==> config.mk <==
export PLATFORM = sky130hd
export DESIGN_NAME = encoder_round_robin_arbiter
export DESIGN_NICKNAME = d
export VERILOG_FILES = /design/src/rtl/encoder_round_robin_arbiter.sv
export SDC_FILE = /design/constraint.sdc
export NUM_CORES = 1
export LEC_CHECK = 0
export BUFFER_PORTS_ARGS = -buffer_cell sky130_fd_sc_hd__buf_4
export CORE_UTILIZATION = 54
export DETAILED_ROUTE_END_ITERATION = 12
export PLACE_DENSITY_LB_ADDON = 0.12
export SYNTH_ARGS = -nofsm -noshare
export SYNTH_HDL_FRONTEND = slang
export SYNTH_SLANG_ARGS = --single-unit
==> constraint.sdc <==
create_clock -name clk -period 5.05 [get_ports clk]
set_input_delay 0.505 -clock clk [delete_from_list [all_inputs] [get_ports clk]]
set_output_delay 0.505 -clock clk [all_outputs]
set_load 0.02 [all_outputs]
==> src/rtl/encoder_round_robin_arbiter.sv <==
// Round-robin arbiter over 16 requesters, producing a one-hot grant and its 4-bit index.
// A grant is held until the holder releases it, drops its request, or enable falls.
// Each termination moves the priority pointer to the slot just past the old winner.
// Optional feature macro: HOLD_TIMEOUT_EN. When defined, a grant is also cut off after
// MAX_HOLD_CYCLES cycles.
module encoder_round_robin_arbiter #(
    parameter int unsigned INPUT_LENGTH    = 16,
    parameter int unsigned OUTPUT_LENGTH   = 4,
    parameter int unsigned MAX_HOLD_CYCLES = 8
) (
    input  logic                     clk,
    input  logic                     reset,
    input  logic                     enable,
    input  logic [INPUT_LENGTH-1:0]  input_wire,
    input  logic                     release_wire,
    output logic [INPUT_LENGTH-1:0]  output_wire,
    output logic [OUTPUT_LENGTH-1:0] grant_index,
    output logic                     grant_valid
);

    // Pointer and index wrap by natural overflow, so the request width must be a power of two.
    if (INPUT_LENGTH != (1 << OUTPUT_LENGTH) || MAX_HOLD_CYCLES == 0) begin : g_bad_params
        $error("encoder_round_robin_arbiter: need INPUT_LENGTH == 2**OUTPUT_LENGTH, MAX_HOLD_CYCLES > 0");
    end

    typedef enum logic [0:0] {StIdle, StGrant} state_e;

    state_e                   state_q;
    logic [OUTPUT_LENGTH-1:0] pointer_q;

    logic                     winner_found;
    logic [OUTPUT_LENGTH-1:0] winner_index;
    logic [OUTPUT_LENGTH-1:0] candidate;
    logic                     hold_expired;
    logic                     terminate;

`ifdef HOLD_TIMEOUT_EN
    localparam int unsigned CountWidth = $clog2(MAX_HOLD_CYCLES + 1);
    localparam logic [CountWidth-1:0] HoldLimit = CountWidth'(MAX_HOLD_CYCLES);

    logic [CountWidth-1:0] hold_count_q;

    assign hold_expired = (hold_count_q == HoldLimit);
`else
    assign hold_expired = 1'b0;
`endif

    // The current holder loses the grant on release, request drop, disable or timeout.
    assign terminate = release_wire | ~input_wire[grant_index] | ~enable | hold_expired;

    // Search from the pointer upward with wrap; the first set request bit wins.
    always_comb begin
        winner_found = 1'b0;
        winner_index = '0;
        candidate    = '0;
        for (int unsigned k = 0; k < INPUT_LENGTH; k++) begin
            candidate = pointer_q + OUTPUT_LENGTH'(k);
            if (!winner_found && input_wire[candidate]) begin
                winner_found = 1'b1;
                winner_index = candidate;
            end
        end
    end

    // Arbitration FSM with registered grant outputs.
    always_ff @(posedge clk) begin
        if (reset) begin
            state_q      <= StIdle;
            pointer_q    <= '0;
            output_wire  <= '0;
            grant_index  <= '0;
            grant_valid  <= 1'b0;
`ifdef HOLD_TIMEOUT_EN
            hold_count_q <= '0;
`endif
        end else begin
            unique case (state_q)
                StIdle: begin
                    if (enable && winner_found) begin
                        state_q      <= StGrant;
                        output_wire  <= INPUT_LENGTH'(1) << winner_index;
                        grant_index  <= winner_index;
                        grant_valid  <= 1'b1;
`ifdef HOLD_TIMEOUT_EN
                        hold_count_q <= CountWidth'(1);
`endif
                    end
                end
                StGrant: begin
                    if (terminate) begin
                        state_q      <= StIdle;
                        pointer_q    <= grant_index + OUTPUT_LENGTH'(1);
                        output_wire  <= '0;
                        grant_index  <= '0;
                        grant_valid  <= 1'b0;
`ifdef HOLD_TIMEOUT_EN
                        hold_count_q <= '0;
`endif
                    end else begin
`ifdef HOLD_TIMEOUT_EN
                        if (hold_count_q != HoldLimit) begin
                            hold_count_q <= hold_count_q + CountWidth'(1);
                        end
`endif
                    end
                end
                default: begin
                    state_q <= StIdle;
                end
            endcase
        end
    end

endmodule

---- Yosys cells after proc, flatten, opt, wreduce, memory -nomap -nowiden ----
Index checks and enable logic that the tools add are counted.
storage, ports and cells
  word-level logic and storage cells ...... 157
  register bits after elaboration ......... 26
  output and inout bits ................... 21
cells by class
  multiplexer cells ....................... 78
  shift operators ......................... 1
  reductions and logical operators ........ 33
  order comparisons ....................... 17
  add/subtract/negate cells ............... 16
  bitwise logic cells ..................... 5
  equal/unequal tests ..................... 2
operator list
  operator                                                number
  < comparator 4 x 5 -> 1 bit (second input constant)     17
  2-to-1 mux 4 bit                                        18
  binary-select mux 1 bit (select 4 bit)                  17
  2-to-1 mux 1 bit                                        37
  adder 4 bit (second input constant)                     8
  2-to-1 mux 16 bit                                       2
  case mux 16 bit (2 select lines)                        1
  adder 4 x 3 -> 4 bit (second input constant)            4
  logical AND 1 bit                                       16
  left shift 1 x 4 -> 16 bit (first input constant)       1
  zero test 1 bit                                         15
  adder 4 x 1 -> 4 bit (second input constant)            2
  adder 4 x 2 -> 4 bit (second input constant)            2
  case mux 4 bit (2 select lines)                         1
  case mux 1 bit (2 select lines)                         2
  AND reduction 2 bit                                     2
  inverter 1 bit                                          3
  inequality test 2 x 1 -> 1 bit (second input constant)  1
  inequality test 2 bit (second input constant)           1
  bitwise OR 1 bit                                        2

---- Logic depth before layout (Yosys ltp) ----
Gate-level depths: netlist of the first run.
  depth after elaboration ................. 51
  depth in mapped cells ................... 17
  depth with buffers taken out ............ 12

---- Worst setup path after synthesis of the first run ----
No wires, ideal clock.
  path kind ............................... reg-to-reg
  start ................................... reg pointer_q[1]
  end ..................................... reg output_wire[12]
  path slack .............................. -0.067 ns
  stages on the path, launching flop included .. 16
  library setup time ...................... 0.087 ns
  data arrival time ....................... 5.030 ns
  cell sequence ........................... dfxtp_1 buf_1 clkbuf_1 inv_1 ha_1 buf_6 mux4_2 mux4_1 or4_4 nor4_4 nand3_2 o311a_4 nor3_4 buf_4 nand2_1 o31ai_1
on the way
  cells in the longest elaborated chain, start to end .. 51
ends and longest elaborated chain
  what                                                                           RTL line  RTL
  start: declaration                                                             29        logic [OUTPUT_LENGTH-1:0] pointer_q;
  start signal: assignment                                                       92        pointer_q <= grant_index + OUTPUT_LENGTH'(1);
  parallel branches: the longest is 51 deep, another holds adder 4 x 1 -> 4 bit  n/a
  end signal: assignment                                                         81        output_wire <= INPUT_LENGTH'(1) << winner_index;
  end: declaration                                                               16        output logic [INPUT_LENGTH-1:0] output_wire,
Several ways; the timed one is not identified. The select of a mux whose other input is x is not followed.
A chain may end at the register's enable or synchronous reset.

---- Final worst setup path of the first run ----
  start ................................... reg pointer_q[2]
  end ..................................... reg output_wire[14]
Same word-level chain as after synthesis.

==> results of run 1 <==
==> final cells by class <==
cell class,instances,area share [%]
Inverter,10,0.893
Timing Repair Buffer,57,10.2
Clock buffer,3,0.982
Multi-Input combinational cell,359,72.6
Clock inverter,1,0.714
Tap cell,77,2.29
Sequential cell,26,12.4
==> routing by layer <==
metal  wire (um)  global-route usage (%)  vias to the layer above
met2        5400                    53.0                      285
li1            -                       -                     1744
met3        1270                    6.39                       37
met5           0                       0                        -
met1        5110                    49.2                     1848
met4         345                    10.3                        0
==> cell usage after synthesis (all sizes together) (7+ instances only) <==
cell type	n
a21oi	16
buf	10
clkbuf	10
dfxtp	26
ha	8
inv	7
mux2	23
mux2i	29
mux4	33
nand2	35
nand3	20
nand4	7
nor2	27
o21ai	30
o22ai	7
xnor2	8
==> final timing paths <==
kind,depth (start not counted),to,slack (ns),start
worst max-delay path,12,output_wire[14]$_SDFFE_PP0P_,0.28,pointer_q[2]$_SDFFE_PP0P_
worst min-delay path,2,output_wire[0]$_SDFFE_PP0P_,0.46,output_wire[0]$_SDFFE_PP0P_
worst max register to register,12,output_wire[14]$_SDFFE_PP0P_,0.28,pointer_q[2]$_SDFFE_PP0P_
worst min register to register,2,output_wire[0]$_SDFFE_PP0P_,0.46,output_wire[0]$_SDFFE_PP0P_
==> metrics by stage <==
stage               util, %  hold WS (ns)  power [mW]  cells
finish                 64.7         0.458        1.26    533
global route           64.7         0.487        1.33    533
CTS                    64.7         0.460        1.24    533
detailed placement     63.6         0.445        1.06    529
global placement       63.6         0.436        1.06    529
floorplan                 -         0.440       0.831    415
==> cells by family (layout without fill, tap and decap cells) <==
group           Yosys count  count (layout)  share of synthesized area [%]
simple gates            136             136                           19.6
compound gates          119             119                           22.1
mux                      85              85                           35.4
buf+inv                  30              71                           3.45
flops                    26              26                           14.1
xor+xnor                 11              11                           2.60
fa+ha+maj                 8               8                           2.71
==> worst max-delay path, delay by kind of cell, from the launching register on <==
family	cells	cell delay [ns]
AND/OR/NAND/NOR	7	1.91
adder cells (fa/ha/maj)	1	0.86
AO/OA/AOI/OAI	2	0.55
flip-flops	1	0.48
multiplexers	1	0.44
buffers and inverters	1	0.43
==> flip-flops by register name, indices dropped and copies added (netlist names) <==
register / cells
grant_index: 4
grant_valid: 1
pointer_q: 4
state_q: 1
output_wire: 16
==> layout by cell type, fill, tap and decap left out, drive strengths merged, types with 3 or more instances in the layout <==
cell type	n
buf	57
nand2	35
mux4	33
o21ai	30
mux2i	29
nor2	27
dfxtp	26
mux2	23
nand3	20
a21oi	16
xnor2	8
ha	8
inv	7
o22ai	7
nand4	7
nand2b	6
a21boi	6
a31oi	6
nor3	6
a22oi	5
a211oi	5
o211ai	5
o221ai	5
or2	4
nand3b	4
and2	4
and3	4
o21a	4
o31ai	4
clkinv	3
xor2	3
nor2b	3
o21bai	3
or3	3
o2111ai	3
a211o	3
clkbuf	3
nor4	3
==> power breakdown <==
part           internal [mW]  switching, mW
sequential             0.221         0.0161
combinational          0.343          0.507
clock                  0.106         0.0673
total                  0.669          0.591
==> flow_metrics.py, run 1 <==
metrics = {
    "global_route": {
        "grt_overflow": 0,
        "grtUsageTotal_pct": 34.4,
        "grt_max_degree": 40,
        "grt_pass1_vias": 3556,
        "grt_pass1_wl_um": 19200,
        "antenna_found_initial": 0,
    },
    "cells_and_area": {
        "areaGrowthSynthToFinish_pct": 13.7,
        "n_antenna_cell": 0,
        "finalInstanceArea_um2": 4210,
        "seq_area_um2": 520,
        "nets": 485,
        "drive_gt1_share_pct": 27.2,
        "fill_cells": 576,
        "multi_input_area_um2": 3050,
    },
    "route": {
        "ant_nets": 0,
        "via_count": 3914,
        "drtIter0Drc": 351,
        "wire_per_inst_um": 22.7,
        "wl_um": 12100,
        "drc": 0,
        "drt-pass1-iter-count": 7,
        "vias_per_cell": 7.34,
    },
    "setup_path": {
        "critical_path.slowest_cell": "ha_1",
        "required_ns": 5.24,
        "crit_arrival_ns": 4.96,
        "crit_chain": "clkinv_1, ha_1, mux4_2, nand3_1, and4_1, nand2_1, nor4_4, nand3_2, o311a_4, nor3_4, nand2_1, o31ai_1",
        "cpPeakStageDelay_ns": 0.86,
        "critPathKind": "reg -> reg",
        "cpMostUsedCell": "nand2_1",
        "end_kind": "flip-flop",
        "crit_path_max_fanout": 16,
        "startpoint_type": "flip-flop",
    },
    "synthesis": {
        "synth-async-reset-ratio_pct": 0,
        "syn_nets": 443,
        "synth_area_leaders": "mux4_2 (18%), dfxtp_1 (14%), mux2i_1 (7.8%), mux2_2 (6.7%), o21ai_0 (3.7%)",
        "ys_types": 69,
        "postSynthCellCount": 415,
        "synth_seq_cells": 26,
        "seq_area_frac_synth_pct": 14.1,
        "yosysTopAreaCell": "mux4_2",
        "synth_warnings": 0,
        "synth_ff_type": "dfxtp_1",
        "syn_avg_cell_area_um2": 8.92,
        "yosysTopAreaCellShare_pct": 17.7,
        "synth_edf_count": 0,
        "mappedNetlistArea_um2": 3700,
    },
    "clocking": {
        "numCtsBuffers": 3,
        "root_buffer": "clkbuf_8",
        "path_clk_slew_ns": 0.09,
        "holdBufCountCts": 0,
        "h-tree-depth": 1,
        "cts_buffer_depth": 2,
        "cts_tree": "done",
        "cts_setup_buffers": 0,
        "insertion_delay_ns": 0.27,
        "ctsResizeCount": 0,
        "cts_sinks": 26,
    },
    "timing": {
        "relSlewSlack_pct": 17.7,
        "rsz0062_at_grt": "no",
        "worst_pin_slew_ns": 1.23,
        "drv_slew": 0,
        "finalHoldViolCount": 0,
        "setup_viol": 0,
        "fmaxAchievable_mhz": 210,
        "setup-tns-final_ns": 0,
        "post-route-min-period_ns": 4.77,
        "fin_crit_sh_pct": 94.4,
        "clock_skew_ns": 0.00331,
        "setup_ws_ns": 0.284,
    },
    "place": {
        "port_buffers": 40,
        "place.gp.congestion": 0.993,
        "post-place-ws_ns": 0.375,
        "placed_cell_area_um2": 4130,
        "dp_hpwl_um": 9150,
    },
    "floorplanning": {
        "die_x_um": 84.8,
        "start_util_pct": 57.0,
        "num_rows": 29,
        "io_pins": 41,
        "die_h_um": 84.8,
        "core_um2": 6490,
        "die_area_um2": 7190,
    },
    "power": {
        "p_leak_nw": 1.54,
        "vdd_ir_drop_max_uv": 225,
        "p_per_area_nw_per_um2": 300,
    },
    "worst_hold_path": {
        "hold_path.class": "reg -> reg",
    },
    "run_status": {
        "status": "completed",
    },
    "job": {
        "maxCapViolCount": 0,
    },
}
Power figures use the tool's default switching activity.
==> run 2: changes to the inputs <==
--- a/config.mk
+++ b/config.mk
@@ -5,6 +5,7 @@
 export SDC_FILE = /design/constraint.sdc
 export NUM_CORES = 1
 export LEC_CHECK = 0
+export ABC_AREA = 1
 export BUFFER_PORTS_ARGS = -buffer_cell sky130_fd_sc_hd__buf_4
 export CORE_UTILIZATION = 54
 export DETAILED_ROUTE_END_ITERATION = 12
==> constraint.sdc (replaced) <==
create_clock -name clk -period 4.6 [get_ports clk]
set_input_delay 0.46 -clock clk [delete_from_list [all_inputs] [get_ports clk]]
set_output_delay 0.46 -clock clk [all_outputs]
set_load 0.02 [all_outputs]
==> flow_metrics.py, run 2 <==
metrics = {
    "global_route": {
        "grt_pass1_wl_um": 16300,
        "grt_max_degree": 24,
        "grt_overflow": 0,
        "antenna_found_initial": 0,
        "grt_pass1_vias": 3439,
        "grtUsageTotal_pct": 32.8,
    },
    "route": {
        "drtIter0Drc": 259,
        "wl_um": 9970,
        "vias_per_cell": 5.74,
        "drc": 0,
        "drt-pass1-iter-count": 7,
        "wire_per_inst_um": 15.2,
        "via_count": 3779,
        "ant_nets": 0,
    },
    "cells_and_area": {
        "top_register": "output_wire",
        "nets": 615,
        "seq_area_um2": 520,
        "drive_gt1_share_pct": 16.6,
        "reg_top3": "output_wire (16), grant_index (4), pointer_q (4)",
        "postLayoutCoreUtil_pct": 64.2,
        "n_antenna_cell": 0,
        "layout_common_cells": "nand2_1 (155), nand3_1 (110), nor2_1 (57)",
        "areaGrowthSynthToFinish_pct": 12.3,
        "layoutNonFillerInstCount": 658,
        "fill_cells": 537,
        "multi_input_area_um2": 2350,
        "layout.cells.most_common": "nand2_1",
        "finalInstanceArea_um2": 3600,
        "largest_reg_flops": 16,
    },
    "clocking": {
        "cts_buffer_depth": 2,
        "ctsResizeCount": 0,
        "h-tree-depth": 1,
        "numCtsBuffers": 3,
        "root_buffer": "clkbuf_8",
        "cts_setup_buffers": 0,
        "cts_tree": "done",
        "holdBufCountCts": 0,
        "insertion_delay_ns": 0.27,
        "path_clk_slew_ns": 0.10,
        "cts_sinks": 26,
    },
    "setup_path": {
        "end_kind": "flip-flop",
        "cpPeakStageDelay_ns": 0.53,
        "critical_path.slowest_cell": "ha_1",
        "r2r_start": "pointer_q[1]$_SDFFE_PP0P_",
        "startpoint_type": "flip-flop",
        "crit_buf_inv": 3,
        "crit_arrival_ns": 4.13,
        "crit_path_max_fanout": 16,
        "crit_chain": "inv_1, buf_4, ha_1, inv_1, nand3_1, nand3_1, nand2_1, nand4_2, nor2_4, nand4_1, nor2_2, nand3_2, nor2_1, o21bai_1, nand3_1, nor2_1, nand3b_1, nor2_1, nand2_1, a21oi_1",
        "critPathKind": "reg -> reg",
        "required_ns": 4.81,
        "path_delay_family": "simple AND/OR/NAND/NOR gates",
        "crit_start": "pointer_q[1]$_SDFFE_PP0P_",
    },
    "power": {
        "p_per_area_nw_per_um2": 431,
        "vdd_ir_drop_max_uv": 283,
        "p_leak_nw": 1.78,
    },
    "place": {
        "port_buffers": 40,
        "placed_cell_area_um2": 3530,
        "post-place-cells": 654,
        "place.gp.congestion": 0.987,
        "dp_hpwl_um": 7910,
    },
    "job": {
        "maxCapViolCount": 0,
    },
    "timing": {
        "fin_crit_sh_pct": 85.3,
        "relSlewSlack_pct": 48.9,
        "setup-tns-final_ns": 0,
        "worst_pin_slew_ns": 0.761,
        "clock_skew_ns": 0.0119,
        "post-route-min-period_ns": 3.92,
        "setup_viol": 0,
        "rsz0062_at_grt": "no",
        "fmaxAchievable_mhz": 255,
        "finalHoldViolCount": 0,
        "drv_slew": 0,
    },
    "synthesis": {
        "synth.most_common_cell": "nand2_1",
        "yosysTopAreaCellShare_pct": 18.1,
        "syn_nets": 581,
        "synth_edf_count": 0,
        "synth_area_leaders": "nand2_1 (18%), nand3_1 (17%), dfxtp_1 (16%), nor2_1 (6.7%), inv_1 (6.2%)",
        "seq_area_frac_synth_pct": 16.2,
        "mappedNetlistArea_um2": 3210,
        "yosysTopAreaCell": "nand2_1",
        "netlist_top_cells_count": "nand2_1 (155), nand3_1 (110), nor2_1 (57), inv_1 (53), dfxtp_1 (26)",
        "ys_types": 40,
        "postSynthCellCount": 553,
        "synth_ff_type": "dfxtp_1",
        "syn_avg_cell_area_um2": 5.80,
        "synth_warnings": 0,
        "synth_seq_cells": 26,
        "synth-async-reset-ratio_pct": 0,
    },
    "floorplanning": {
        "core_um2": 5610,
        "num_rows": 27,
        "die_area_um2": 6250,
        "die_h_um": 79.1,
        "io_pins": 41,
        "die_x_um": 79.1,
        "start_util_pct": 57.2,
    },
    "worst_hold_path": {
        "hold_path.class": "reg -> reg",
        "hp-start": "grant_valid$_SDFFE_PP0P_",
    },
    "run_status": {
        "status": "completed",
    },
}
-- run 2: changes by cell type after synthesis, sizes merged, moves of 6 or more --
cell / previous run / this run
nand2: 35 / 171
nor2: 27 / 64
nand4: 7 / 17
clkbuf: 10 / 3
inv: 7 / 59
a21oi: 16 / 30
mux2: 23 / 0
nand2b: 6 / 0
nand3: 20 / 112
mux2i: 29 / 0
mux4: 33 / 0
a31oi: 6 / 0
-- run 2: final cells by class --
class	instances	area share, %
tap	72	2.50
clock inverter	1	0.834
timing repair buffer	45	9.38
inverter	60	6.39
multi-input combinational	451	65.3
clock buffer	3	1.15
sequential	26	14.4
-- run 2: logic make-up after synthesis --
group	synth area share, %
adder cells (fa/ha/maj)	3.12
AO/OA/AOI/OAI	12.2
buffers and inverters	10.5
XOR/XNOR	3.32
AND/OR/NAND/NOR	54.7
flip-flops	16.2
-- run 2: per-stage QoR --
stage | power, mW | hold WS [ns] | worst slack (ns)
floorplan | 1.08 | 0.524 | 1.08
global placement | 1.34 | 0.444 | 0.773
detailed placement | 1.34 | 0.454 | 0.730
CTS | 1.53 | 0.468 | 0.717
global route | 1.68 | 0.490 | 0.368
finish | 1.55 | 0.464 | 0.676
-- run 2: tightest hold or removal path, delay by kind of cell (launching register included) --
kind                   cells  cell delay [ns]
flip-flops                 1             0.32
buffers and inverters      1             0.05
AO/OA/AOI/OAI              1             0.05
-- run 2: worst paths after layout --
kind / endpoint / slack [ns] / cells past startpoint
max: output_wire[3]$_SDFFE_PP0P_ / 0.68 / 20
min: grant_valid$_SDFFE_PP0P_ / 0.46 / 2
max reg2reg: output_wire[3]$_SDFFE_PP0P_ / 0.68 / 20
min reg2reg: grant_valid$_SDFFE_PP0P_ / 0.46 / 2
-- run 2: routing by layer --
layer	part of all wire [%]	routed length, um	track usage (%)	up-vias
li1	-	-	-	1884
met1	45	4470	42.2	1707
met2	46	4580	57.1	158
met3	5.8	579	2.18	30
met4	3.5	347	12.2	0
met5	0	0	0	-
-- run 2: power breakdown --
group          total, mW  internal [mW]  switching (mW)  leakage (nW)
clock              0.189          0.116          0.0722        0.0357
combinational       1.08          0.316           0.769          1.53
sequential         0.279          0.250          0.0286         0.211
total               1.55          0.683           0.869          1.78
